## src/rtl/uart_rx_oversampled_if.sv

```systemverilog
// Receiver-side bundle for uart_rx_oversampled: tick/line inputs, frame result outputs.
// The parity_err_o member exists only when UART_RX_PARITY_EN is defined.
interface uart_rx_oversampled_if #(
    parameter int DATA_BITS = 8
);
    logic                 tick_i;
    logic                 rx_i;
    logic [DATA_BITS-1:0] data_o;
    logic                 rx_done_o;
    logic                 frame_err_o;
    logic                 busy_o;
`ifdef UART_RX_PARITY_EN
    logic                 parity_err_o;
`endif

    modport master (
        input  tick_i,
        input  rx_i,
        output data_o,
        output rx_done_o,
        output frame_err_o,
`ifdef UART_RX_PARITY_EN
        output parity_err_o,
`endif
        output busy_o
    );

    modport slave (
        output tick_i,
        output rx_i,
        input  data_o,
        input  rx_done_o,
        input  frame_err_o,
`ifdef UART_RX_PARITY_EN
        input  parity_err_o,
`endif
        input  busy_o
    );
endinterface

```

## src/rtl/uart_rx_oversampled.sv

```systemverilog
// UART receiver driven by an OVERSAMPLE-x tick; LSB-first, mid-bit sampling, framing check.
// Optional parity bit between data and stop when UART_RX_PARITY_EN is defined.
module uart_rx_oversampled #(
    parameter int DATA_BITS  = 8,
    parameter int OVERSAMPLE = 16,
`ifdef UART_RX_PARITY_EN
    parameter int PARITY_ODD = 0,
`endif
    parameter int SB_TICKS   = 16
) (
    input  logic                    clock,
    input  logic                    reset_i,
    uart_rx_oversampled_if.master   bus
);
    localparam int TICK_MAX = (OVERSAMPLE > SB_TICKS) ? OVERSAMPLE : SB_TICKS;
    localparam int TW       = $clog2(TICK_MAX);
    localparam int BW       = (DATA_BITS > 1) ? $clog2(DATA_BITS) : 1;

    localparam logic [TW-1:0] MID_START = TW'(OVERSAMPLE / 2 - 1);
    localparam logic [TW-1:0] BIT_LAST  = TW'(OVERSAMPLE - 1);
    localparam logic [TW-1:0] STOP_LAST = TW'(SB_TICKS - 1);
    localparam logic [BW-1:0] LAST_BIT  = BW'(DATA_BITS - 1);

    typedef enum logic [2:0] {
        S_IDLE,
        S_START,
        S_DATA,
`ifdef UART_RX_PARITY_EN
        S_PARITY,
`endif
        S_STOP
    } state_t;

    state_t               state_q, state_d;
    logic [TW-1:0]        tick_cnt_q, tick_cnt_d;
    logic [BW-1:0]        bit_cnt_q, bit_cnt_d;
    logic [DATA_BITS-1:0] shreg_q, shreg_d;
    logic                 done_d;
    logic                 rx_meta, rx_s;
`ifdef UART_RX_PARITY_EN
    logic                 par_q, par_d;
`endif

    // Synchroniser resets to the idle level so a reset never looks like a start bit.
    always_ff @(posedge clock or negedge reset_i) begin
        if (!reset_i) begin
            rx_meta <= 1'b1;
            rx_s    <= 1'b1;
        end else begin
            rx_meta <= bus.rx_i;
            rx_s    <= rx_meta;
        end
    end

    always_ff @(posedge clock or negedge reset_i) begin
        if (!reset_i) begin
            state_q    <= S_IDLE;
            tick_cnt_q <= '0;
            bit_cnt_q  <= '0;
            shreg_q    <= '0;
`ifdef UART_RX_PARITY_EN
            par_q      <= 1'b0;
`endif
        end else begin
            state_q    <= state_d;
            tick_cnt_q <= tick_cnt_d;
            bit_cnt_q  <= bit_cnt_d;
            shreg_q    <= shreg_d;
`ifdef UART_RX_PARITY_EN
            par_q      <= par_d;
`endif
        end
    end

    always_comb begin
        state_d    = state_q;
        tick_cnt_d = tick_cnt_q;
        bit_cnt_d  = bit_cnt_q;
        shreg_d    = shreg_q;
        done_d     = 1'b0;
`ifdef UART_RX_PARITY_EN
        par_d      = par_q;
`endif
        case (state_q)
            S_IDLE: begin
                if (!rx_s) begin
                    state_d    = S_START;
                    tick_cnt_d = '0;
                end
            end
            S_START: begin
                if (bus.tick_i) begin
                    if (tick_cnt_q == MID_START) begin
                        if (!rx_s) begin
                            state_d    = S_DATA;
                            tick_cnt_d = '0;
                            bit_cnt_d  = '0;
                        end else begin
                            state_d = S_IDLE;
                        end
                    end else begin
                        tick_cnt_d = tick_cnt_q + 1'b1;
                    end
                end
            end
            S_DATA: begin
                if (bus.tick_i) begin
                    if (tick_cnt_q == BIT_LAST) begin
                        shreg_d    = {rx_s, shreg_q[DATA_BITS-1:1]};
                        tick_cnt_d = '0;
                        if (bit_cnt_q == LAST_BIT) begin
`ifdef UART_RX_PARITY_EN
                            state_d = S_PARITY;
`else
                            state_d = S_STOP;
`endif
                        end else begin
                            bit_cnt_d = bit_cnt_q + 1'b1;
                        end
                    end else begin
                        tick_cnt_d = tick_cnt_q + 1'b1;
                    end
                end
            end
`ifdef UART_RX_PARITY_EN
            S_PARITY: begin
                if (bus.tick_i) begin
                    if (tick_cnt_q == BIT_LAST) begin
                        par_d      = rx_s;
                        tick_cnt_d = '0;
                        state_d    = S_STOP;
                    end else begin
                        tick_cnt_d = tick_cnt_q + 1'b1;
                    end
                end
            end
`endif
            S_STOP: begin
                if (bus.tick_i) begin
                    if (tick_cnt_q == STOP_LAST) begin
                        done_d     = 1'b1;
                        tick_cnt_d = '0;
                        state_d    = S_IDLE;
                    end else begin
                        tick_cnt_d = tick_cnt_q + 1'b1;
                    end
                end
            end
            default: state_d = S_IDLE;
        endcase
    end

    always_comb begin
        bus.busy_o = (state_q != S_IDLE);
    end

    // Result registers update only on the completing tick and hold until the next frame.
    always_ff @(posedge clock or negedge reset_i) begin
        if (!reset_i) begin
            bus.data_o      <= '0;
            bus.rx_done_o   <= 1'b0;
            bus.frame_err_o <= 1'b0;
`ifdef UART_RX_PARITY_EN
            bus.parity_err_o <= 1'b0;
`endif
        end else begin
            bus.rx_done_o <= done_d;
            if (done_d) begin
                bus.data_o      <= shreg_q;
                bus.frame_err_o <= ~rx_s;
`ifdef UART_RX_PARITY_EN
                bus.parity_err_o <= par_q ^ (^shreg_q) ^ PARITY_ODD[0];
`endif
            end
        end
    end
endmodule

```

## src/flat_wrapper.sv

```systemverilog
// flat-port wrapper written by rule: the top's interface ports become plain ports
module uart_rx_oversampled_flat 
#(
    parameter int DATA_BITS  = 8,
    parameter int OVERSAMPLE = 16,

    parameter int SB_TICKS   = 16
)
  (clock, reset_i, bus_tick_i, bus_rx_i, bus_data_o, bus_rx_done_o, bus_frame_err_o, bus_busy_o);
  uart_rx_oversampled_if #(.DATA_BITS(DATA_BITS)) bus_i ();
  input  logic clock;
  input  logic reset_i;
  input wire logic [$bits(bus_i.tick_i)-1:0] bus_tick_i;
  input wire logic [$bits(bus_i.rx_i)-1:0] bus_rx_i;
  output wire logic [$bits(bus_i.data_o)-1:0] bus_data_o;
  output wire logic [$bits(bus_i.rx_done_o)-1:0] bus_rx_done_o;
  output wire logic [$bits(bus_i.frame_err_o)-1:0] bus_frame_err_o;
  output wire logic [$bits(bus_i.busy_o)-1:0] bus_busy_o;
  assign bus_i.tick_i = bus_tick_i;
  assign bus_i.rx_i = bus_rx_i;
  assign bus_data_o = bus_i.data_o;
  assign bus_rx_done_o = bus_i.rx_done_o;
  assign bus_frame_err_o = bus_i.frame_err_o;
  assign bus_busy_o = bus_i.busy_o;
  uart_rx_oversampled #(.DATA_BITS(DATA_BITS), .OVERSAMPLE(OVERSAMPLE), .SB_TICKS(SB_TICKS)) u_core (.clock(clock), .reset_i(reset_i), .bus(bus_i));
endmodule
```

## config.mk

```make
export PLATFORM = sky130hd
export DESIGN_NAME = uart_rx_oversampled_flat
export DESIGN_NICKNAME = d
export VERILOG_FILES = /design/src/rtl/uart_rx_oversampled_if.sv /design/src/rtl/uart_rx_oversampled.sv /design/src/flat_wrapper.sv
export SDC_FILE = /design/constraint.sdc
export NUM_CORES = 1
export LEC_CHECK = 0
export ABC_AREA = 1
export CELL_PAD_IN_SITES_DETAIL_PLACEMENT = 1
export CELL_PAD_IN_SITES_GLOBAL_PLACEMENT = 1
export CORE_ASPECT_RATIO = 1.5
export CORE_MARGIN = 3
export CORE_UTILIZATION = 42
export CTS_CLUSTER_DIAMETER = 40
export CTS_CLUSTER_SIZE = 10
export DETAILED_ROUTE_END_ITERATION = 16
export HOLD_SLACK_MARGIN = 0.06
export PLACE_DENSITY = 0.78
export SLEW_MARGIN = 40
export SYNTH_ARGS = -nofsm -noshare
export SYNTH_HDL_FRONTEND = slang
export SYNTH_SLANG_ARGS = --single-unit
```

## constraint.sdc

```tcl
create_clock -name clock -period 1.5 [get_ports clock]
set_input_delay 0.3 -clock clock [delete_from_list [all_inputs] [get_ports clock]]
set_output_delay 0.3 -clock clock [all_outputs]
set_load 0.01 [all_outputs]
```

==> metrics.txt <==
CTS tree=built; Reg2Reg Setup Slack=120 ps; Vias=1124; combinational fraction of design power=28.9%; Critical Path RT=roughly 1200 ps; io pins=15; Unique masters post-synth=22; initial antenna violation count=0; count leader, synth=nand2_1; startpoint type of the worst setup path=register; Synth Register Bits=29; R2R Path End=u_core.bit_cnt_q[2]$_DFFE_PN0P_; die height=approximately 77 um; average cell area after synthesis=9.28 um^2; global-route wire length before repair=between 5 and 6 mm; Design Power=2.53 mW; DRC=0; hold_buf cts=0; Final period util=between 90% and 100%; Fin. Hold Viols=0; CP arrival=approximately 1200 ps; Synth Instances=152; clock power share=33.8%; number of diodes=0; vias in the first global route=1290; Yosys top cell by area=dfrtp_1; CTS root buffer=clkbuf_8; crit path kind=reg -> out; grt ovf=0; vias per std cell=5.11; most instantiated cells after synthesis=49 x nand2_1, 27 x dfrtp_1, 14 x inv_1; Main synth FF type=dfrtp_1; Critical Path Max Stage Delay=roughly 540 ps; H-tree levels=2; Max rail drop VDD=0.000599 V; share of the synthesized area in the top cell type=47.9%; hold path depth=0; Rows=25; CP Buf/Inv Count=1; final clock skew=5.59 ps; Post-Route WL=3.30 mm; largest net degree at the start of global routing=30; CP Cell Sequence=clkdlybuf4s50_1; FF-to-FF Start=u_core.state_q[1]$_DFFE_PN0P_; I/O Buffers=14; die width=53.3 um; Max Clk Rate=between 0.6 and 0.7 GHz; Avg WL per Cell=~15 um; master of the slowest instance on the critical path=clkdlybuf4s50_1; hold path startpoint=u_core.rx_meta$_DFF_PN1_; mapped cell area=1410 um^2; Final nets=between 150 and 200; DRT Pass-1 Iters=4; Filler cells=381; sw frac=33.5%; clk sink count=29; Slew Limit Fails=0; Worst Hold Class=reg -> reg; Die ar.=4100 um^2; placed insts=212; WHS Endpoint=u_core.rx_s$_DFF_PN1_; status=finished, final reports clean; Psw=0.846 mW; Crit. End Element=output port; Worst R2R Path Depth=9; Leak Pwr=1.02 nW; worst slew pin tran=between 200 and 300 ps; routability cong.=0.840; Post-Syn Nets=159; Int Pwr=around 1.7 mW; DRT iter0 DRCs=9; family with the most delay on the worst path=buffers and inverters; RSZ-0062 raised after global routing=false; CTS clk-pin slew, worst paths=~70 ps; clock insertion delay at the later pin of the skew report=280 ps; Synth warnings=0; Initial Util=between 40% and 50%; core area=3190 um^2; Pwr Density=1380 nW/um^2; Final HPWL DP=2.51 mm; final setup fails=0; layout cells sized above 1=26.1%; power share of the sequential group=between 30 and 40%; number of synthesized flops with an enable pin=0; total of max-cap violations=0; post-synthesis sequential area ratio=between 50% and 60%; worst-case clock buffer depth=2; Post-CTS Setup Bufs=0; min Tclk post-route=between 1000 and 1500 ps; Slew HR=82.0%; cts bufs inserted=5; crit path max fanout=2; Final Instance Count excl. Fillers=220; Global Route Usage Sum=19.9%; Routed Antenna Nets=0; area delta synth->final=29.9%; ys async rst share=100%; Area contributors post-synth=dfrtp_1 48%, nand2_1 13%, o21ai_2 7.5%
## cells by family (layout without fill, tap and decap cells)
family | count (synthesis) | count (layout) | synth area share [%]
flops | 29 | 29 | 51.6
simple gates | 78 | 78 | 27.4
buf+inv | 20 | 48 | 7.01
compound gates | 22 | 22 | 11.3
fa+ha+maj | 3 | 3 | 2.66
## layer usage
| layer | wire (um) | global-route usage [%] |
|---|---|---|
| met2 | 1800 | 32.9 |
| met4 | 55 | 8.44 |
| met5 | 0 | 0 |
| met1 | 1340 | 23.0 |
| met3 | 105 | 5.63 |
## state kept, by name, indices dropped and copies added (netlist names)
signal / count
u_core.rx_s: 1
u_core.shreg_q: 8
u_core.bit_cnt_q: 3
u_core.bus.frame_err_o: 1
u_core.state_q: 2
u_core.bus.rx_done_o: 1
u_core.tick_cnt_q: 4
u_core.bus.data_o: 8
u_core.rx_meta: 1
## area by class of cell
| class | count | area (um^2) | share of cell area, % |
|---|---|---|---|
| clock buffer | 6 | 82.6 | 4.51 |
| timing repair buffer | 23 | 265 | 14.5 |
| sequential | 29 | 728 | 39.8 |
| inverter | 17 | 65.1 | 3.55 |
| tap | 40 | 50.0 | 2.73 |
| clock inverter | 2 | 37.5 | 2.05 |
| multi-input combinational | 103 | 603 | 32.9 |
## how the worst max path moves through the flow
stage,cells past startpoint,to,startpoint
2_1_floorplan,5,u_core.shreg_q[2]$_DFFE_PN0P_,u_core.tick_cnt_q[0]$_DFFE_PN0P_
3_3_place_gp,8,u_core.bit_cnt_q[1]$_DFFE_PN0P_,bus_tick_i
3_5_place_dp,8,u_core.bit_cnt_q[0]$_DFFE_PN0P_,bus_tick_i
4_1_cts,3,bus_busy_o,u_core.state_q[1]$_DFFE_PN0P_
5_1_grt,1,bus_data_o[4],u_core.bus.data_o[4]$_DFFE_PN0P_
6_report,1,bus_data_o[4],u_core.bus.data_o[4]$_DFFE_PN0P_
## placed cells by master (no fill, tap or decap), drive strengths merged
cell type      instances
dlymetal6s2s           7
bufinv                 1
nor2                   8
nand4                  5
a21oi                  2
nand3b                 3
nand3                  8
clkbuf                 6
clkinvlp               1
inv                   16
buf                    9
nand2                 53
ha                     3
o21ai                 20
clkdlybuf4s15          1
clkinv                 1
clkdlybuf4s50          5
dlygate4sd2            1
nor3                   1
dfrtp                 27
dfstp                  2
## power groups by stage
stage	clock network [mW]	logic, mW	registers (mW)
6_report	0.853	0.731	0.942
5_1_grt	0.920	0.831	0.950
4_1_cts	0.873	0.723	0.940
3_5_place_dp	0	0.713	0.947
3_3_place_gp	0	0.666	0.939
2_1_floorplan	0	0.433	0.948
## stage by stage
| stage | instance area (um^2) | hold WS [ps] | worst slack [ps] | util [%] | TNS [ps] |
|---|---|---|---|---|---|
| CTS | 1800 | 364 | 2.36 | 56.5 | 0 |
| finish | 1830 | 365 | 40.5 | 57.4 | 0 |
| global placement | 1670 | 346 | -32.8 | 52.4 | -177 |
| floorplan | 1410 | 4.41 | 177 | - | 0 |
| global route | 1830 | 373 | 0.635 | 57.4 | 0 |
| detailed placement | 1670 | 349 | -135 | 52.4 | -899 |
## repair_timing
action / in CTS / in global routing
pin swaps: 0 / 2
endpoints found under the setup margin: 7 / 13
resized for setup: 4 / 12
cloned: 0 / 0
No activity file was read; power rests on OpenSTA's default activity.
